<file path="config.mk">
export PLATFORM = sky130hd
export DESIGN_NAME = tour_cmd
export DESIGN_NICKNAME = d
export VERILOG_FILES = /design/src/rtl/tour_pkg.sv /design/src/rtl/tour_move_decode.sv /design/src/rtl/tour_cmd.sv
export SDC_FILE = /design/constraint.sdc
export NUM_CORES = 1
export LEC_CHECK = 0
export ABC_AREA = 1
export BUFFER_PORTS_ARGS = -buffer_cell sky130_fd_sc_hd__buf_2
export CAP_MARGIN = 0
export CORE_MARGIN = 5
export CORE_UTILIZATION = 48
export DETAILED_ROUTE_END_ITERATION = 12
export GPL_TIMING_DRIVEN = 0
export PLACE_DENSITY_LB_ADDON = 0.08
export SYNTH_ARGS = -nofsm -noshare
export SYNTH_HDL_FRONTEND = slang
export SYNTH_HIERARCHICAL = 1
export SYNTH_SLANG_ARGS = --single-unit
</file>
<file path="constraint.sdc">
create_clock -name clk -period 3.64 [get_ports clk]
set_input_delay 0.728 -clock clk [delete_from_list [all_inputs] [get_ports clk]]
set_output_delay 0.728 -clock clk [all_outputs]
set_load 0.01 [all_outputs]
</file>
<file path="src/rtl/tour_pkg.sv">
// Shared types and constants for the knight's-tour command replayer.
package tour_pkg;

  typedef enum logic [2:0] {
    StIdle,
    StVert,
    StHoldV,
    StHorz,
    StHoldH
  } tour_state_e;

  localparam logic [3:0] OpMove    = 4'h2;
  localparam logic [3:0] OpFanfare = 4'h3;

  localparam logic [7:0] HeadNorth = 8'h00;
  localparam logic [7:0] HeadWest  = 8'h3F;
  localparam logic [7:0] HeadSouth = 8'h7F;
  localparam logic [7:0] HeadEast  = 8'hBF;

  localparam logic [7:0] RespTour = 8'h5A;
  localparam logic [7:0] RespIdle = 8'hA5;

  localparam int unsigned NumMovesDefault = 24;

endpackage

</file>
<file path="src/rtl/tour_move_decode.sv">
// Maps a one-hot knight move to signed (dx, dy); valid_o is low for zero or multi-hot input.
module tour_move_decode (
  input  logic              [7:0] move_i,
  output logic signed       [2:0] dx_o,
  output logic signed       [2:0] dy_o,
  output logic                    valid_o
);

  always_comb begin
    dx_o    = 3'sd0;
    dy_o    = 3'sd0;
    valid_o = 1'b1;
    unique case (move_i)
      8'h01: begin dx_o = -3'sd1; dy_o =  3'sd2; end
      8'h02: begin dx_o =  3'sd1; dy_o =  3'sd2; end
      8'h04: begin dx_o = -3'sd2; dy_o =  3'sd1; end
      8'h08: begin dx_o = -3'sd2; dy_o = -3'sd1; end
      8'h10: begin dx_o = -3'sd1; dy_o = -3'sd2; end
      8'h20: begin dx_o =  3'sd1; dy_o = -3'sd2; end
      8'h40: begin dx_o =  3'sd2; dy_o =  3'sd1; end
      8'h80: begin dx_o =  3'sd2; dy_o = -3'sd1; end
      default: valid_o = 1'b0;
    endcase
  end

endmodule

</file>
<file path="src/rtl/tour_cmd.sv">
// Replays a solved knight's tour as vertical/horizontal move commands, else passes UART commands.
// Optional TOUR_CMD_FANFARE_EN selects the fanfare opcode for horizontal legs.
module tour_cmd
  import tour_pkg::*;
#(
  parameter int unsigned NUM_MOVES = NumMovesDefault
) (
  input  logic        clk,
  input  logic        rst_n,
  input  logic        start_tour,
  input  logic [7:0]  move,
  output logic [4:0]  mv_indx,
  input  logic [15:0] cmd_UART,
  input  logic        cmd_rdy_UART,
  input  logic        clr_cmd_rdy,
  input  logic        send_resp,
  output logic [15:0] cmd,
  output logic        cmd_rdy,
  output logic [7:0]  resp
);

`ifdef TOUR_CMD_FANFARE_EN
  localparam logic [3:0] HorzOp = OpFanfare;
`else
  localparam logic [3:0] HorzOp = OpMove;
`endif

  localparam logic [4:0] LastIdx = 5'(NUM_MOVES - 1);

  tour_state_e state_q, state_d;
  logic [4:0]  mv_indx_q, mv_indx_d;

  logic signed [2:0] dx, dy;
  logic              move_ok;
  logic [2:0]        adx, ady;
  logic [15:0]       vert_cmd, horz_cmd;
  logic              last_move;

  tour_move_decode u_decode (
    .move_i  (move),
    .dx_o    (dx),
    .dy_o    (dy),
    .valid_o (move_ok)
  );

  assign adx = dx[2] ? unsigned'(-dx) : unsigned'(dx);
  assign ady = dy[2] ? unsigned'(-dy) : unsigned'(dy);

  // Invalid moves still step through both legs, just with a null command.
  assign vert_cmd = move_ok ? {OpMove, (dy[2] ? HeadSouth : HeadNorth), 1'b0, ady} : 16'h0000;
  assign horz_cmd = move_ok ? {HorzOp, (dx[2] ? HeadWest : HeadEast), 1'b0, adx} : 16'h0000;

  assign last_move = (mv_indx_q == LastIdx);
  assign mv_indx   = mv_indx_q;

  always_ff @(posedge clk or negedge rst_n) begin
    if (!rst_n) begin
      state_q   <= StIdle;
      mv_indx_q <= '0;
    end else begin
      state_q   <= state_d;
      mv_indx_q <= mv_indx_d;
    end
  end

  always_comb begin
    state_d   = state_q;
    mv_indx_d = mv_indx_q;
    cmd       = cmd_UART;
    cmd_rdy   = 1'b0;
    resp      = RespTour;
    unique case (state_q)
      StIdle: begin
        cmd_rdy = cmd_rdy_UART;
        resp    = RespIdle;
        if (start_tour) begin
          mv_indx_d = '0;
          state_d   = StVert;
        end
      end
      StVert: begin
        cmd     = vert_cmd;
        cmd_rdy = 1'b1;
        if (clr_cmd_rdy) state_d = StHoldV;
      end
      StHoldV: begin
        cmd = vert_cmd;
        if (send_resp) state_d = StHorz;
      end
      StHorz: begin
        cmd     = horz_cmd;
        cmd_rdy = 1'b1;
        if (clr_cmd_rdy) state_d = StHoldH;
      end
      StHoldH: begin
        cmd = horz_cmd;
        if (last_move) resp = RespIdle;
        if (send_resp) begin
          if (last_move) begin
            state_d = StIdle;
          end else begin
            mv_indx_d = mv_indx_q + 5'd1;
            state_d   = StVert;
          end
        end
      end
      default: state_d = StIdle;
    endcase
  end

endmodule

</file>
* Yosys cells after proc, flatten, opt, wreduce, memory -nomap -nowiden
Cells that the tools add are included.
Storage, ports and cells: register bits after elaboration 8, bits of input ports 30
Cells by class: $add $sub $neg 3, equality and inequality tests 19, mux-type cells 24, reductions and logical operators 16
Operator list (count):
- case mux 16 bit (2 select lines) | 1
- two-way mux 14 bit | 2
- case mux 3 bit (4 select lines) | 2
- OR reduction 2 bit | 11
- two-way mux 3 bit | 7
- two-way mux 8 bit | 2
- case mux 8 bit (2 select lines) | 1
- two-way mux 5 bit | 3
- case mux 3 bit (5 select lines) | 1
- != test 2 bit (second input constant) | 6
- case mux 5 bit (2 select lines) | 1
- == test 8 x 1 -> 1 bit (second input constant) | 1
- == test 8 x 2 -> 1 bit (second input constant) | 1
- == test 8 x 3 -> 1 bit (second input constant) | 1
- == test 8 x 4 -> 1 bit (second input constant) | 1
- == test 8 x 5 -> 1 bit (second input constant) | 1
- == test 8 x 6 -> 1 bit (second input constant) | 1
- == test 8 x 7 -> 1 bit (second input constant) | 1
- == test 8 bit (second input constant) | 1
- OR reduction 8 bit | 1
- two-way mux 7 bit | 1
- == test 3 x 2 -> 1 bit (second input constant) | 2
- negator 3 bit | 2
- adder 5 x 1 -> 5 bit (second input constant) | 1
- other kinds (9) | 10

* Depth between registers and ports, before layout
Gate-level depths: netlist of the first run.
word-level depth 7, depth in mapped cells 12, gate-level depth less buffers 12

* Cells and area by module
Netlist of the first run, hierarchy kept.
Modules (own cells, without submodules):
- tour_cmd | times used 1, cells an instance 144, area each 853.3 µm², sequential area each 200.2 µm²
- tour_move_decode | times used 1, cells an instance 49, area each 264.0 µm², sequential area each 0.0 µm²

* Least setup slack after synthesis of the first run
No wires, ideal clock.
path kind input port to output port, from input move[2], to output cmd[1], data arrival time 1.793 ns, required time 2.912 ns, setup slack 1.119 ns, stages 11, cell sequence nor2_4 -> nand3_2 -> nor2_2 -> nor2_2 -> inv_1 -> inv_1 -> ha_1 -> nand2_1 -> o21ai_0 -> nand3_1 -> nand3_1
Between the ends: cells in the longest elaborated chain, start to end 7, elaborated cells on any way between the ends 27
RTL lines:
- start, declared | line tour_cmd.sv:11 | input logic [7:0] move,
- == test 8 x 7 -> 1 bit (tied with other cells) | line tour_move_decode.sv:13 | unique case (move_i)
- OR reduction 2 bit (no source line)
- case mux 3 bit (4 select lines) (*) | line tour_move_decode.sv:13
- named net dx[0] | line tour_cmd.sv:33 | logic signed [2:0] dx, dy;
- negator 3 bit (*) | line tour_cmd.sv:46 | assign adx = dx[2] ? unsigned'(-dx) : unsigned'(dx);
- two-way mux 3 bit (*) | line tour_cmd.sv:46
- two-way mux 14 bit (*) | line tour_cmd.sv:51 | assign horz_cmd = move_ok ? {HorzOp, (dx[2] ? HeadWest : HeadEast), 1'b0, adx} : 16'h0000;
- case mux 16 bit (2 select lines) (*) | line tour_cmd.sv:72 | unique case (state_q)
- end, declared | line tour_cmd.sv:17 | output logic [15:0] cmd,
The timed path passes the listed nets; every way through them passes the cells marked *.

* Final worst setup path of the first run
from input move[7], to output cmd[1]
The elaborated chain is that of the path after synthesis.

==> results of run 1 <==
[final cells by class]
type	instances	area [sq um]	share of cell area [%]
well taps	28	35.0	2.38
multi-input cells	150	754	51.3
repair buffers	59	295	20.1
plain buffers	8	61.3	4.17
flip-flops and latches	8	200	13.6
clock buffers	3	22.5	1.53
inverters	27	101	6.89
[worst paths after layout]
kind                            start         end  slack (ps)  cells past startpoint
hold reg to reg            mv_indx[4]  mv_indx[4]         540                      2
min in group clk           mv_indx[4]  mv_indx[4]         540                      2
hold / removal                  rst_n  mv_indx[3]         310                      1
setup / recovery              move[7]      cmd[1]         790                     13
setup reg to reg           mv_indx[0]  mv_indx[3]        2120                      6
max in group asynchronous       rst_n  state_q[0]        3170                      1
[cell families (layout without fill, tap and decap cells)]
family	count (synthesis)	after routing	share of synthesized area [%]
adder cells (fa/ha/maj)	3	3	3.36
XOR/XNOR	4	4	3.14
flip-flops	8	8	17.9
buffers and inverters	35	97	14.6
AO/OA/AOI/OAI	11	11	4.93
AND/OR/NAND/NOR	132	132	56.1
[per-layer routing]
| metal | up-vias | GRT usage (%) | part of all wire (%) |
|---|---|---|---|
| met2 | 37 | 28.9 | 49 |
| met5 | - | 0 | 0 |
| met1 | 566 | 18.4 | 44 |
| met3 | 2 | 1.78 | 6.2 |
| li1 | 726 | - | - |
| met4 | 0 | 4.97 | 0.79 |
[through the flow]
stage	hold WS [ps]	setup slack [ps]	power, uW	utilization, %
after detailed placement	524	779	919	65.4
after global placement	515	764	915	65.4
after CTS	308	769	993	66.5
after floorplan	432	1120	666	-
final	307	790	980	66.5
after global routing	319	560	1080	66.5
[Yosys cell counts]
library cell	number
xor2_1	1
nand2_1	61
buf_2	1
nor2_1	24
nand3b_1	5
dfrtp_1	8
or2_2	1
nand3_2	1
buf_4	6
nand2_2	1
inv_1	26
nor2_4	7
xnor2_1	3
o21ai_0	10
nor3_1	1
buf_6	1
nor2_2	3
o21ai_1	1
nand4_1	4
ha_1	3
inv_2	1
nand3_1	24
[power groups by stage]
stage	Combinational (uW)	Sequential (uW)	Clock [uW]
3_3_place_gp	764	151	0
5_1_grt	849	153	73.6
4_1_cts	775	149	69.6
2_1_floorplan	521	146	0
3_5_place_dp	769	150	0
6_report	763	149	68.9
[state kept, by name, indices dropped and copies added (netlist names)]
register  count
mv_indx       5
state_q       3
==> impl_metrics.ini, run 1 <==
[run_status]
outcome = completed

[min_path]
hold_class = input port to async pin

[cts]
clk_path_buf_depth = 2
clk_pin_slew_ps = 60
clockRootBuffer = clkbuf_4
postCtsHoldBufs = 0
cts_tree = built
numCtsBuffers = 3
ctsResizeCount = 0
worstSkewPairLatency_ps = 250
htree_levels = 1
cts_sinks = 8
postCtsSetupRepairBufs = 0

[global_route]
grt_pass1_wl_mm = 4.35
antenna_found_initial = 0
grt_pass1_vias = 1095
grt_usage_pct = 15.6
grt_max_degree = 11
grt-ovfl-total = 0

[power_and_ir_drop]
vdd_drop_max_mv = 0.530
p_sw_share_pct = 51.8
clkPwrFrac_pct = 7.0
p_sw_uw = 508
pwr-share-comb_pct = 77.8
p_leak_uw = 0.000903
sequentialPowerShare_pct = 15.2
internal-power_uw = 472
power_density_nw_per_um2 = 667

[critical_path]
endpoint_kind = primary output
cpMaxStageDelayCell = ha_1
critPathBufInv = 4
crit_top_cell = nand3_1
path_class = input port to primary output
worst-endpoint-arrival_ps = 2120
path_max_fanout = 5
slowest_delay_ps = 270
required_ps = 2910
cp_cell_sequence = buf_2 > nor2_4 > nand3_1 > nor2_1 > nor2_2 > inv_1 > inv_1 > ha_1 > nand2_1 > o21ai_0 > nand3_1 > nand3_1 > buf_2
cp_top_family = simple AND/OR/NAND/NOR gates
worstSetupStartpointType = input port

[sta]
finalSetupViolCount = 0
slew_violations = 0
rsz0062_at_grt = false
min_period_over_period_pct = 78.3
worstMarginPinSlew_ps = 460
final_hold_viol_count = 0
slew_headroom_pct = 69.0
finalCriticalPeriod_ps = 2850
fmax_mhz = 351
fin_setup_tns_ps = 0
clock_skew_ps = 1.42

[cells_and_area]
layout-drive-gt1-share_pct = 32.9
final_cells = 283
area_growth_pct = 31.6
fillers = 238
fin_nets = 290
num_antenna_cells = 0
final_cell_mix = nand2_1 (61), buf_2 (60), inv_1 (26)
final_common_cell = nand2_1
final_area_sq_um = 1470

[yosys]
synth_top_area_share_pct = 20.5
synth_area_leader_cell = nand2_1
ys_top_cells_by_area = nand2_1 (20%), dfrtp_1 (18%), nand3_1 (11%), inv_1 (8.7%), nor2_1 (8.1%)
ys.warnings.count = 6
synth_cell_types = 22
ys_seq_area_share_pct = 17.9
syn_inst = 193
synth_area_sq_um = 1120
syn_nets = 226
avgSynthCellArea_sq_um = 5.79
ys_ff_latch = 8

[floorplanning]
die-area_sq_um = 3390
die_y_microns = 58.2
design.core.area_sq_um = 2210
fp.dieW_microns = 58.2
rows = 17
start_util_pct = 50.5
num_io_pins = 60

[placed_design]
hpwl_mm = 2.21
finalWeightedCongestion = 0.758
place_area_sq_um = 1450
dp.cells = 280
portBuffers = 59

[routing]
first_pass_iters = 4
drc = 0
routed_wl_mm = 2.66
viasPerCell = 4.70
wl_per_cell_microns = 9.39
detail-route-antenna-nets = 0
dr_total_vias = 1331
drtIter0Drc = 34

[job]
drv_cap = 0
No activity file was read; power rests on OpenSTA's default activity.
==> run 2, diff against run 1 <==
--- a/config.mk
+++ b/config.mk
@@ -9,7 +9,7 @@
 export BUFFER_PORTS_ARGS = -buffer_cell sky130_fd_sc_hd__buf_2
 export CAP_MARGIN = 0
 export CORE_MARGIN = 5
-export CORE_UTILIZATION = 48
+export CORE_UTILIZATION = 41
 export DETAILED_ROUTE_END_ITERATION = 12
 export GPL_TIMING_DRIVEN = 0
 export PLACE_DENSITY_LB_ADDON = 0.08
==> constraint.sdc (replaced) <==
create_clock -name clk -period 2.5 [get_ports clk]
set_input_delay 0.5 -clock clk [delete_from_list [all_inputs] [get_ports clk]]
set_output_delay 0.5 -clock clk [all_outputs]
set_load 0.01 [all_outputs]
==> impl_metrics.ini, run 2 (synthesized netlist as in run 1, its figures left out) <==
[sta]
worstMarginPinSlew_ps = 336
finalSetupViolCount = 0
finalCriticalPeriod_ps = 2410
finalWorstSetupSlack_ps = 85.8
slew_violations = 0
slew_headroom_pct = 77.6
clock_skew_ps = 3.33
rsz0062_at_grt = true
min_period_over_period_pct = 96.6
fin_hold_ws_ps = 79.7
final_hold_viol_count = 0
fmax_mhz = 414

[cts]
worstSkewPairLatency_ps = 250
cts_sinks = 8
numCtsBuffers = 3
clockRootBuffer = clkbuf_4
htree_levels = 1
clk_pin_slew_ps = 60
clk_path_buf_depth = 2
postCtsHoldBufs = 0
cts_tree = built

[critical_path]
cp_cell_sequence = buf_2 > nor2_4 > nand3_2 > nor2_4 > nor2_4 > nand2_2 > inv_2 > ha_4 > nand2_1 > o21ai_1 > nand3_1 > nand3_1 > buf_2
required_ps = 2000
r2r.worst_path.cells = 7
cpMaxStageDelayCell = ha_4
path_max_fanout = 6
endpoint_kind = primary output
path_class = input port to primary output
slowest_delay_ps = 240
crit_top_cell = nor2_4
worst-endpoint-arrival_ps = 1910
worstSetupStartpointType = input port

[global_route]
grt-ovfl-total = 0
antenna_found_initial = 0
grt_pass1_vias = 1154
grt_usage_pct = 13.7
grt_pass1_wl_mm = 4.67
grt_max_degree = 11

[placed_design]
portBuffers = 59
finalWeightedCongestion = 0.836
place_area_sq_um = 1450
hpwl_mm = 2.26
place_ws_ps = 83.0

[cells_and_area]
largest_reg_flops = 5
fin_nets = 291
num_antenna_cells = 0
layout-drive-gt1-share_pct = 39.1
area_growth_pct = 40.2
final_area_sq_um = 1570
final_common_cell = nand2_1
final_util_pct = 58.3
final_cell_mix = nand2_1 (57), buf_2 (56), inv_1 (22)

[routing]
drtIter0Drc = 32
routed_wl_mm = 2.89
viasPerCell = 4.71
dr_total_vias = 1351
drc = 0
first_pass_iters = 4
detail-route-antenna-nets = 0
wl_per_cell_microns = 10.1

[floorplanning]
die_y_microns = 62.2
design.core.area_sq_um = 2690
start_util_pct = 41.6
num_io_pins = 60
fp.dieW_microns = 62.2
rows = 19
die-area_sq_um = 3870

[power_and_ir_drop]
sequentialPowerShare_pct = 15.2
vdd_drop_max_mv = 0.782
clkPwrFrac_pct = 6.8
p_sw_share_pct = 52.1
internal-power_uw = 694
finalPower_uw = 1450
p_sw_uw = 754
pwr-share-comb_pct = 78.0
power_density_nw_per_um2 = 924
p_leak_uw = 0.000917

[job]
drv_cap = 0

[min_path]
hold_class = input port to async pin

[run_status]
outcome = completed
[run 2: stage by stage]
stage | std cells | TNS [ps]
2_1_floorplan | 193 | 0
5_1_grt | 287 | -81.8
3_5_place_dp | 283 | 0
3_3_place_gp | 283 | 0
6_report | 287 | 0
4_1_cts | 286 | 0
[run 2: critical path, delay by kind of cell]
| kind | cells | cell delay (ps) |
|---|---|---|
| compound gates | 1 | 70 |
| buf+inv | 3 | 310 |
| fa+ha+maj | 1 | 240 |
| simple gates | 8 | 780 |
[run 2: per-layer routing]
metal  vias to the layer above  track usage [%]  wire (microns)
li1                        729                -               -
met4                         0             3.25               8
met5                         -                0               0
met1                       575             17.5            1340
met2                        45             22.8            1330
met3                         2             3.60             210
[run 2: power groups by stage]
stage | registers (uW) | clock network [uW] | logic [uW]
finish | 220 | 98.5 | 1130
global route | 229 | 108 | 1280
CTS | 219 | 103 | 1130
detailed placement | 221 | 0 | 1130
global placement | 223 | 0 | 1120
floorplan | 212 | 0 | 758
[run 2: final cells by class]
type                       instances  area (sq um)
buffer                             8          61.3
clock buffer                       3          22.5
fill                             306          1120
inverter                          27           101
multi-input combinational        150           815
sequential                         8           200
tap                               31          38.8
timing repair buffer              60           328
[run 2: worst paths after layout]
check	slack, ps	startpoint	endpoint
min in group clk	540	mv_indx[4]	mv_indx[4]
worst max register to register	970	mv_indx[0]	mv_indx[4]
worst min register to register	540	mv_indx[4]	mv_indx[4]
worst min-delay path	80	rst_n	mv_indx[3]
max in group asynchronous	2250	rst_n	state_q[2]
worst max-delay path	90	move[5]	cmd[1]
[run 2: what timing repair did]
action                                  in CTS  in global routing
setup buffers                                0                  1
endpoints found under the setup margin       0                 10
gates resized for setup                      0                 30
